$ cat src/rtl/top_key_tx.sv
// rtl/top_key_tx.sv - key stream source: push FIFO feeding a valid/accept key port
//
// Buffers words from the local push port in a depth_p-entry FIFO and presents
// the head on key_valid_o/key_data_o, holding it until key_accept_i. After each
// accepted beat key_valid_o is forced low for gap_p cycles.
//
// Optional build macro: TOP_KEY_TX_CNT_EN adds beat_cnt_o, a 16-bit wrapping
// count of accepted key beats, cleared by flush_i.
//
// Ports:
//   main_clk_i     clock
//   main_rst_an_i  asynchronous reset, active-low
//   push_valid_i   producer offers push_data_i
//   push_accept_o  FIFO not full (from registered level)
//   push_data_i    word to enqueue
//   key_valid_o    key beat valid
//   key_accept_i   sink takes the beat
//   key_data_o     key beat data (registered FIFO head)
//   flush_i        synchronous discard of all buffered words
//   level_o        words held, including the one on key_data_o
//   beat_cnt_o     accepted beat count (TOP_KEY_TX_CNT_EN only)
//   idle_o         FIFO empty and state IDLE
module top_key_tx #(
    parameter int depth_p = 4,
    parameter int width_p = 9,
    parameter int gap_p   = 0
) (
    input  logic                           main_clk_i,
    input  logic                           main_rst_an_i,
    input  logic                           push_valid_i,
    output logic                           push_accept_o,
    input  logic [width_p-1:0]             push_data_i,
    output logic                           key_valid_o,
    input  logic                           key_accept_i,
    output logic [width_p-1:0]             key_data_o,
    input  logic                           flush_i,
    output logic [$clog2(depth_p+1)-1:0]   level_o,
`ifdef TOP_KEY_TX_CNT_EN
    output logic [15:0]                    beat_cnt_o,
`endif
    output logic                           idle_o
);

    localparam int LW = $clog2(depth_p + 1);
    localparam int PW = $clog2(depth_p);
    localparam logic [3:0] GAP_LOAD = 4'(gap_p);
    localparam bit GAP_EN = (gap_p > 0);

    typedef enum logic [1:0] {
        ST_IDLE = 2'd0,
        ST_SEND = 2'd1,
        ST_GAP  = 2'd2
    } state_t;

    state_t                state_q;
    state_t                state_d;
    logic [width_p-1:0]    mem [depth_p];
    logic [PW-1:0]         wr_ptr_q;
    logic [PW-1:0]         rd_ptr_q;
    logic [PW-1:0]         rd_nxt;
    logic [LW-1:0]         level_q;
    logic [LW-1:0]         remaining;
    logic [3:0]            gap_cnt_q;
    logic [width_p-1:0]    key_data_q;
    logic [width_p-1:0]    head_d;
    logic                  push_fire;
    logic                  pop;
    logic                  words_avail;
    logic                  load_data;

    function automatic logic [PW-1:0] ptr_inc(input logic [PW-1:0] p);
        return (p == PW'(depth_p - 1)) ? '0 : p + PW'(1);
    endfunction

    assign push_fire = push_valid_i & push_accept_o;
    assign pop       = key_valid_o & key_accept_i;

    // Words left after this cycle's pop; a same-cycle push also counts as
    // available so an empty FIFO reaches the key port one cycle after the push.
    assign remaining   = level_q - LW'(pop);
    assign words_avail = (remaining != '0) | push_fire;
    assign rd_nxt      = pop ? ptr_inc(rd_ptr_q) : rd_ptr_q;

    // Next head: stored word if one remains, otherwise bypass the incoming push.
    assign head_d    = (remaining == '0) ? push_data_i : mem[rd_nxt];
    assign load_data = (state_d == ST_SEND) && ((state_q != ST_SEND) || pop);

    // State register
    always_ff @(posedge main_clk_i or negedge main_rst_an_i) begin
        if (!main_rst_an_i) begin
            state_q <= ST_IDLE;
        end else begin
            state_q <= state_d;
        end
    end

    // Next-state logic
    always_comb begin
        state_d = state_q;
        if (flush_i) begin
            state_d = ST_IDLE;
        end else begin
            case (state_q)
                ST_IDLE: begin
                    if (words_avail) begin
                        state_d = ST_SEND;
                    end
                end
                ST_SEND: begin
                    if (pop) begin
                        if (GAP_EN) begin
                            state_d = ST_GAP;
                        end else if (words_avail) begin
                            state_d = ST_SEND;
                        end else begin
                            state_d = ST_IDLE;
                        end
                    end
                end
                ST_GAP: begin
                    if (gap_cnt_q == 4'd1) begin
                        state_d = words_avail ? ST_SEND : ST_IDLE;
                    end
                end
                default: state_d = ST_IDLE;
            endcase
        end
    end

    // Outputs
    always_comb begin
        key_valid_o   = (state_q == ST_SEND);
        key_data_o    = key_data_q;
        level_o       = level_q;
        push_accept_o = (level_q < LW'(depth_p));
        idle_o        = (level_q == '0) && (state_q == ST_IDLE);
    end

    // Storage has no reset; only slots below level are ever read.
    always_ff @(posedge main_clk_i) begin
        if (push_fire && !flush_i) begin
            mem[wr_ptr_q] <= push_data_i;
        end
    end

    always_ff @(posedge main_clk_i or negedge main_rst_an_i) begin
        if (!main_rst_an_i) begin
            wr_ptr_q   <= '0;
            rd_ptr_q   <= '0;
            level_q    <= '0;
            gap_cnt_q  <= '0;
            key_data_q <= '0;
        end else if (flush_i) begin
            wr_ptr_q  <= '0;
            rd_ptr_q  <= '0;
            level_q   <= '0;
            gap_cnt_q <= '0;
        end else begin
            if (push_fire) begin
                wr_ptr_q <= ptr_inc(wr_ptr_q);
            end
            rd_ptr_q <= rd_nxt;
            level_q  <= level_q + LW'(push_fire) - LW'(pop);
            if (load_data) begin
                key_data_q <= head_d;
            end
            if (pop && GAP_EN) begin
                gap_cnt_q <= GAP_LOAD;
            end else if ((state_q == ST_GAP) && (gap_cnt_q != 4'd0)) begin
                gap_cnt_q <= gap_cnt_q - 4'd1;
            end
        end
    end

`ifdef TOP_KEY_TX_CNT_EN
    logic [15:0] beat_cnt_q;

    always_ff @(posedge main_clk_i or negedge main_rst_an_i) begin
        if (!main_rst_an_i) begin
            beat_cnt_q <= '0;
        end else if (flush_i) begin
            beat_cnt_q <= '0;
        end else if (pop) begin
            beat_cnt_q <= beat_cnt_q + 16'd1;
        end
    end

    assign beat_cnt_o = beat_cnt_q;
`endif

endmodule

$ cat config.mk
export PLATFORM = sky130hd
export DESIGN_NAME = top_key_tx
export DESIGN_NICKNAME = d
export VERILOG_FILES = /design/src/rtl/top_key_tx.sv
export SDC_FILE = /design/constraint.sdc
export NUM_CORES = 1
export LEC_CHECK = 0
export CAP_MARGIN = 0
export CELL_PAD_IN_SITES_DETAIL_PLACEMENT = 1
export CELL_PAD_IN_SITES_GLOBAL_PLACEMENT = 2
export CORE_MARGIN = 2
export CORE_UTILIZATION = 38
export DETAILED_ROUTE_END_ITERATION = 7
export GPL_TIMING_DRIVEN = 0
export HOLD_SLACK_MARGIN = 0.06
export PLACE_DENSITY_LB_ADDON = 0.1
export SYNTH_ARGS = -nofsm -noshare
export SYNTH_HDL_FRONTEND = slang
export SYNTH_SLANG_ARGS = --single-unit
$ cat constraint.sdc
create_clock -name main_clk_i -period 2.49 [get_ports main_clk_i]
set_input_delay 0.3735 -clock main_clk_i [delete_from_list [all_inputs] [get_ports main_clk_i]]
set_output_delay 0.3735 -clock main_clk_i [all_outputs]
set_load 0.02 [all_outputs]
Yosys cells after proc, flatten, opt, wreduce, memory -nomap -nowiden
Memories as Yosys holds them, arrays and structs flattened.
Index checks and enable logic that the tools add are counted.
Widths: inputs -> output; s select.

cells by class
  bitwise logic cells = 4
  order comparisons = 1
  muxes and demuxes = 18
  divide/modulo/power cells = 0
  reduce and logical (&&, ||, !) cells = 14
  equal/unequal tests = 7
  $mul = 0
  add/sub/neg operators = 6
  shifts and indexed selects = 0

operators by type and width
  cell                 count
  $mux 2               10
  $mux 9               1
  $mux 4               2
  $eq 2x2->1 const B   3
  $logic_not 3->1      2
  $pmux 2 s3           1
  $sub 3x1->3          2
  $add 2x1->2 const B  2
  $eq 2x1->1 const B   2
  $eq 4x1->1 const B   1
  $logic_and 1x1->1    4
  $reduce_bool 2->1    2
  $reduce_bool 4->1    1
  $sub 4x1->4 const B  1
  $add 3x1->3          1
  $lt 3x3->1 const B   1
  $mux 1               3
  $mux 3               1
  $reduce_bool 3->1    1
  $and 1x1->1          2
  $logic_not 2->1      1
  $ne 2x1->1 const B   1
  $reduce_and 2->1     1
  $logic_not 1->1      1
  3 further kinds      3

word-level totals
  bits in writable memories = 36
  memories kept = 1
  bits in latches = 0
  output and inout bits = 15
  input bits = 14
  register bits = 22
  ROM bits = 0

memories
  name  words  width  read ports  clocked after memory_dff  write ports  RTL line  text
  mem   4      9      1           0                         1            57        logic [width_p-1:0] mem [depth_p];

Logic depth before layout (Yosys ltp)
  depth in word-level cells = 12
  depth in mapped cells = 9
  mapped depth without buffers = 8

Worst setup path before layout
OpenSTA, ideal clock, no wires.

  kind = register to register
  from = reg level_q[2] (netlist: level_o[2])
  to = reg level_q[2] (netlist: level_o[2])
  path slack = 0.414 ns
  library setup time = 0.132 ns
  cell stages (with the launch flop) = 9
  clock period less this slack = 2.076 ns
  arrival = 1.944 ns
  required time = 2.358 ns
  cells stage by stage = dfrtp_1 > inv_1 > nand2_1 > xnor2_1 > ha_1 > fa_1 > xnor2_1 > xnor2_1 > nor2_1

between the ends
  cells in the longest elaborated chain, start to end = 5

ends and longest elaborated chain
  element                   RTL line  text
  start: declaration        61        logic [LW-1:0] level_q;
  start signal: assignment  163       level_q <= level_q + LW'(push_fire) - LW'(pop);
  $lt 3x3->1                135       push_accept_o = (level_q < LW'(depth_p));
  net push_accept_o         31        output logic push_accept_o,
  $and 1x1->1               75        assign push_fire = push_valid_i & push_accept_o;
  $add 3x1->3               163
  $sub 3x1->3               163
  $mux 3                    153       end else if (flush_i) begin

The timed path passes the listed nets, and every way through them passes these cells.
A chain may end at the register's enable or synchronous reset.

Final worst setup path
  from = reg rd_ptr_q[1]
  to = reg key_data_q[5] (netlist: key_data_o[5])

between the ends
  cells in the longest elaborated chain, start to end = 5
  elaborated cells on any way between the ends = 6
  classes of those cells = 1 x add/sub; 1 x eq/ne; 3 x mux; 1 x memory

ends and longest elaborated chain
  element                                           RTL line  text
  start: declaration                                59        logic [PW-1:0] rd_ptr_q;
  start signal: assignment                          162       rd_ptr_q <= rd_nxt;
  $add 2x1->2 / $eq 2x2->1 (equally long branches)  72        return (p == PW'(depth_p - 1)) ? '0 : p + PW'(1);
  $mux 2                                            72
  $mux 2 *                                          82        assign rd_nxt = pop ? ptr_inc(rd_ptr_q) : rd_ptr_q;
  $mem_v2 4x9 *                                     --
  $mux 9 *                                          85        assign head_d = (remaining == '0) ? push_data_i : mem[rd_nxt];
  end signal: assignment                            152       key_data_q <= '0;
  end signal: assignment                            165       key_data_q <= head_d;
  end: declaration                                  64        logic [width_p-1:0] key_data_q;

Mark *: on every way between the ends. The rest lies on a longest branch, timed or not.

==> impl_results.md <==
* First drt pass iteration count at 4
* Total GRT Usage at 18.8%
* Post-detailed-route wirelength per cell at 18.1 um
* Instance count on the critical path at 6
* Die Width at 87.6 um
* Number of global-route vias before repair at 1945
* DRC violation count after routing at 0
* RSZ-0062 raised after global routing: no
* Num ports at 29
* Crit path arrival time at 2.59 ns
* Most repeated cell in the gate-level netlist after synthesis: sky130_fd_sc_hd__edfxtp_1
* Critical path peak fanout at 9
* Slowest CP cell: sky130_fd_sc_hd__or4_1
* Maximum clock path buffer count at 2
* Element type at the critical path start: register
* Post-Route Skew at 0.00996 ns
* Initial antenna violation count at 0
* Hold Slack at 0.504 ns
* Layout Area Growth over Synthesis at 25.0%
* EDFF count, synth at 36
* Synthesis warning total at 0
* Sum of met2 wire segment lengths after detailed routing at 3240 um
* Actual transition at the worst max-transition pin at 1.12 ns
* Total number of vias at 1861
* Status: finished, final reports clean
* Overall overflow remaining after global route at 0
* Post-placement cell count at 345
* Clock root buffer: sky130_fd_sc_hd__clkbuf_8
* Final Cycle Share at 94.0%
* Unique masters post-synth at 38
* Number of cells on the worst hold path at 3
* Final total power at 3.39 mW
* Die area at 0.00767 mm^2
* Start-to-end type of the worst setup path: reg2reg
* Setup TNS at 0 ns
* Clock sink count at 58
* Most common library cells after synthesis: sky130_fd_sc_hd__edfxtp_1 (36), sky130_fd_sc_hd__nor2_1 (31), sky130_fd_sc_hd__dfrtp_1 (22), sky130_fd_sc_hd__nand2_1 (16)
* H-tree levels at 3
* Clock insertion delay at the later pin of the skew report at 0.33 ns
* Max-cap violations at 0
* Uppermost layer routed: met4
* Cell area power density at 1020 mW/mm^2
* Max-slew violation count at 0
* Dpl hpwl at 4300 um
* Final period demand of the worst path at 2.34 ns
* Antenna-violating nets left at 0
* Clock edge transition at the registers on the reported setup and hold paths at 0.07 ns
* Std-Cell Core Area at 0.00679 mm^2
* Non-filler cells, final at 362
* Dominant delay contributor by cell family on the critical path: compound AO/OA/AOI/OAI gates
* Wire length of the first global-routing pass at 10400 um
* IR drop worst, VDD at 0.470 mV
* Type of destination of the critical path: register
* Wl on met1 at 3080 um
* Initial Utilization at 39.1%
* Library cell occupying the most area in the post-synthesis netlist: sky130_fd_sc_hd__edfxtp_1
* Share of layout cells above drive strength 1 at 10.9%
* Number of standard cells after synthesis at 221
* Area used by multi-input combinational logic at 976 um^2
* Filler cell count at 733
* Post-synthesis instance area at 0.00266 mm^2
* Total setup violations reported at the end of the flow at 0
* Peak per-stage delay on the critical path at 0.52 ns
* Number of buffers inserted during clock tree synthesis at 9
* Number of synthesized register bits at 58
* Vias per cell at 5.14
* Cell Rows at 30
* Average cell area after synthesis at 12.0 um^2
* Net count of the mapped netlist at 245
* Die H at 87.6 um
* Leakage power at 1.24 nW
* Number of port buffers at 28
* Worst max-slew margin expressed relative to the limit at 25.2%
* Final hold viol count at 0
* Largest net degree at the start of global routing at 23
* Global placement routability congestion at 0.718
* Fin nets at 285
* Ranking of synthesized cells by area: sky130_fd_sc_hd__edfxtp_1 (41%), sky130_fd_sc_hd__dfrtp_1 (21%), sky130_fd_sc_hd__nor2_1 (4.4%), sky130_fd_sc_hd__ha_1 (4.2%), sky130_fd_sc_hd__o31ai_1 (2.5%)
* Async set-reset flop share out of synthesis at 37.9%
* Clock tree from TritonCTS: done
* Sequence of cells on the critical path: ha_1 > o21ba_1 > mux2i_4 > o22ai_1 > or4_1 > a31oi_1
* Area share of the leading cell type in the synthesized netlist at 40.7%
* Worst R2R Path Depth at 6
* Min-delay worst type: in2reg
* Number of antenna diodes at 0
* Max Clock Freq at 427 MHz
* Iteration-0 DRC Markers at 82
* Critical path data required time at 2.74 ns
* Final wirelength at 6570 um
* Sequential area share after synthesis at 61.5%
* Top flip-flop cell by instance count after synthesis: sky130_fd_sc_hd__edfxtp_1
* Crit path buf inv count at 0
* Register area at 0.00163 mm^2
* Total length of routed met3 wires at 174 um
==> flip-flops by register name, indices dropped and copies added, names as in the netlist <==
signal,flops
gap_cnt_q,4
key_data_o,9
level_o,3
mem,36
rd_ptr_q,2
state_q,2
wr_ptr_q,2
==> routing by layer <==
metal | vias up | GRT usage (%)
met5 | - | 0
met4 | 0 | 6.71
met1 | 935 | 24.7
met2 | 25 | 30.6
met3 | 5 | 4.34
li1 | 896 | -
==> worst paths after layout <==
check,start,slack [ns],endpoint
max reg2reg,rd_ptr_q[1],0.15,key_data_o[5]
min in group asynchronous,main_rst_an_i,0.64,key_data_o[4]
max,rd_ptr_q[1],0.15,key_data_o[5]
min reg2reg,key_data_o[1],0.56,key_data_o[1]
max in group asynchronous,main_rst_an_i,1.17,level_o[0]
min,key_accept_i,0.50,state_q[0]
==> stage by stage <==
stage / util (%) / cell area [um^2] / worst slack [ns]
2_1_floorplan: - / 2660 / 0.414
6_report: 48.9 / 3320 / 0.149
4_1_cts: 48.5 / 3290 / 0.00788
5_1_grt: 48.9 / 3320 / 0.00694
3_3_place_gp: 45.0 / 3060 / -0.421
3_5_place_dp: 45.0 / 3060 / -0.460
==> worst register-to-register path: stages (launching register included) <==
cell	delay, ns
sky130_fd_sc_hd__dfrtp_1	0.45
sky130_fd_sc_hd__ha_1	0.37
sky130_fd_sc_hd__o21ba_1	0.19
sky130_fd_sc_hd__mux2i_4	0.37
sky130_fd_sc_hd__o22ai_1	0.16
sky130_fd_sc_hd__or4_1	0.52
sky130_fd_sc_hd__a31oi_1	0.21
==> layout by cell type, fill, tap and decap left out, types with 5 or more instances in the layout <==
master	count
sky130_fd_sc_hd__edfxtp_1	36
sky130_fd_sc_hd__nor2_1	30
sky130_fd_sc_hd__clkdlybuf4s50_1	27
sky130_fd_sc_hd__dfrtp_1	22
sky130_fd_sc_hd__nand2_1	16
sky130_fd_sc_hd__or3_1	10
sky130_fd_sc_hd__clkbuf_8	10
sky130_fd_sc_hd__inv_1	9
sky130_fd_sc_hd__o22ai_1	9
sky130_fd_sc_hd__o31ai_1	9
sky130_fd_sc_hd__or4_1	9
sky130_fd_sc_hd__a31oi_1	9
sky130_fd_sc_hd__ha_1	9
sky130_fd_sc_hd__xnor2_1	5
sky130_fd_sc_hd__and2_1	5
==> cells by family after synthesis <==
| kind of cell | after synthesis | synth area share, % |
|---|---|---|
| AOI/OAI and AO/OA | 38 | 9.71 |
| muxes | 4 | 1.74 |
| adders and majority gates | 10 | 5.00 |
| buffers and inverters | 18 | 2.78 |
| DFF | 58 | 61.5 |
| and+or+nand+nor | 86 | 17.0 |
| xor gates and xnor gates | 7 | 2.31 |
==> cell type report <==
type | instances | area share (%)
timing repair buffer | 30 | 8.97
tap | 96 | 3.62
multi-input combinational | 145 | 29.4
clock inverter | 5 | 2.34
clock buffer | 11 | 4.26
buffer | 8 | 1.24
sequential | 58 | 49.2
inverter | 9 | 1.02
==> where the power goes <==
part	leakage [nW]	switching [mW]	internal, mW	total (mW)
Sequential	0.602	0.0812	1.16	1.24
Combinational	0.526	0.664	0.510	1.17
Clock	0.109	0.381	0.588	0.969
==> repair_timing <==
action                     in CTS  in global routing
resized for setup               4                  5
hold buffers                    0                  0
setup endpoints to repair      11                 11
pin swaps                       0                  0
setup buffers                   0                  2
No activity file was read; power rests on OpenSTA's default activity.
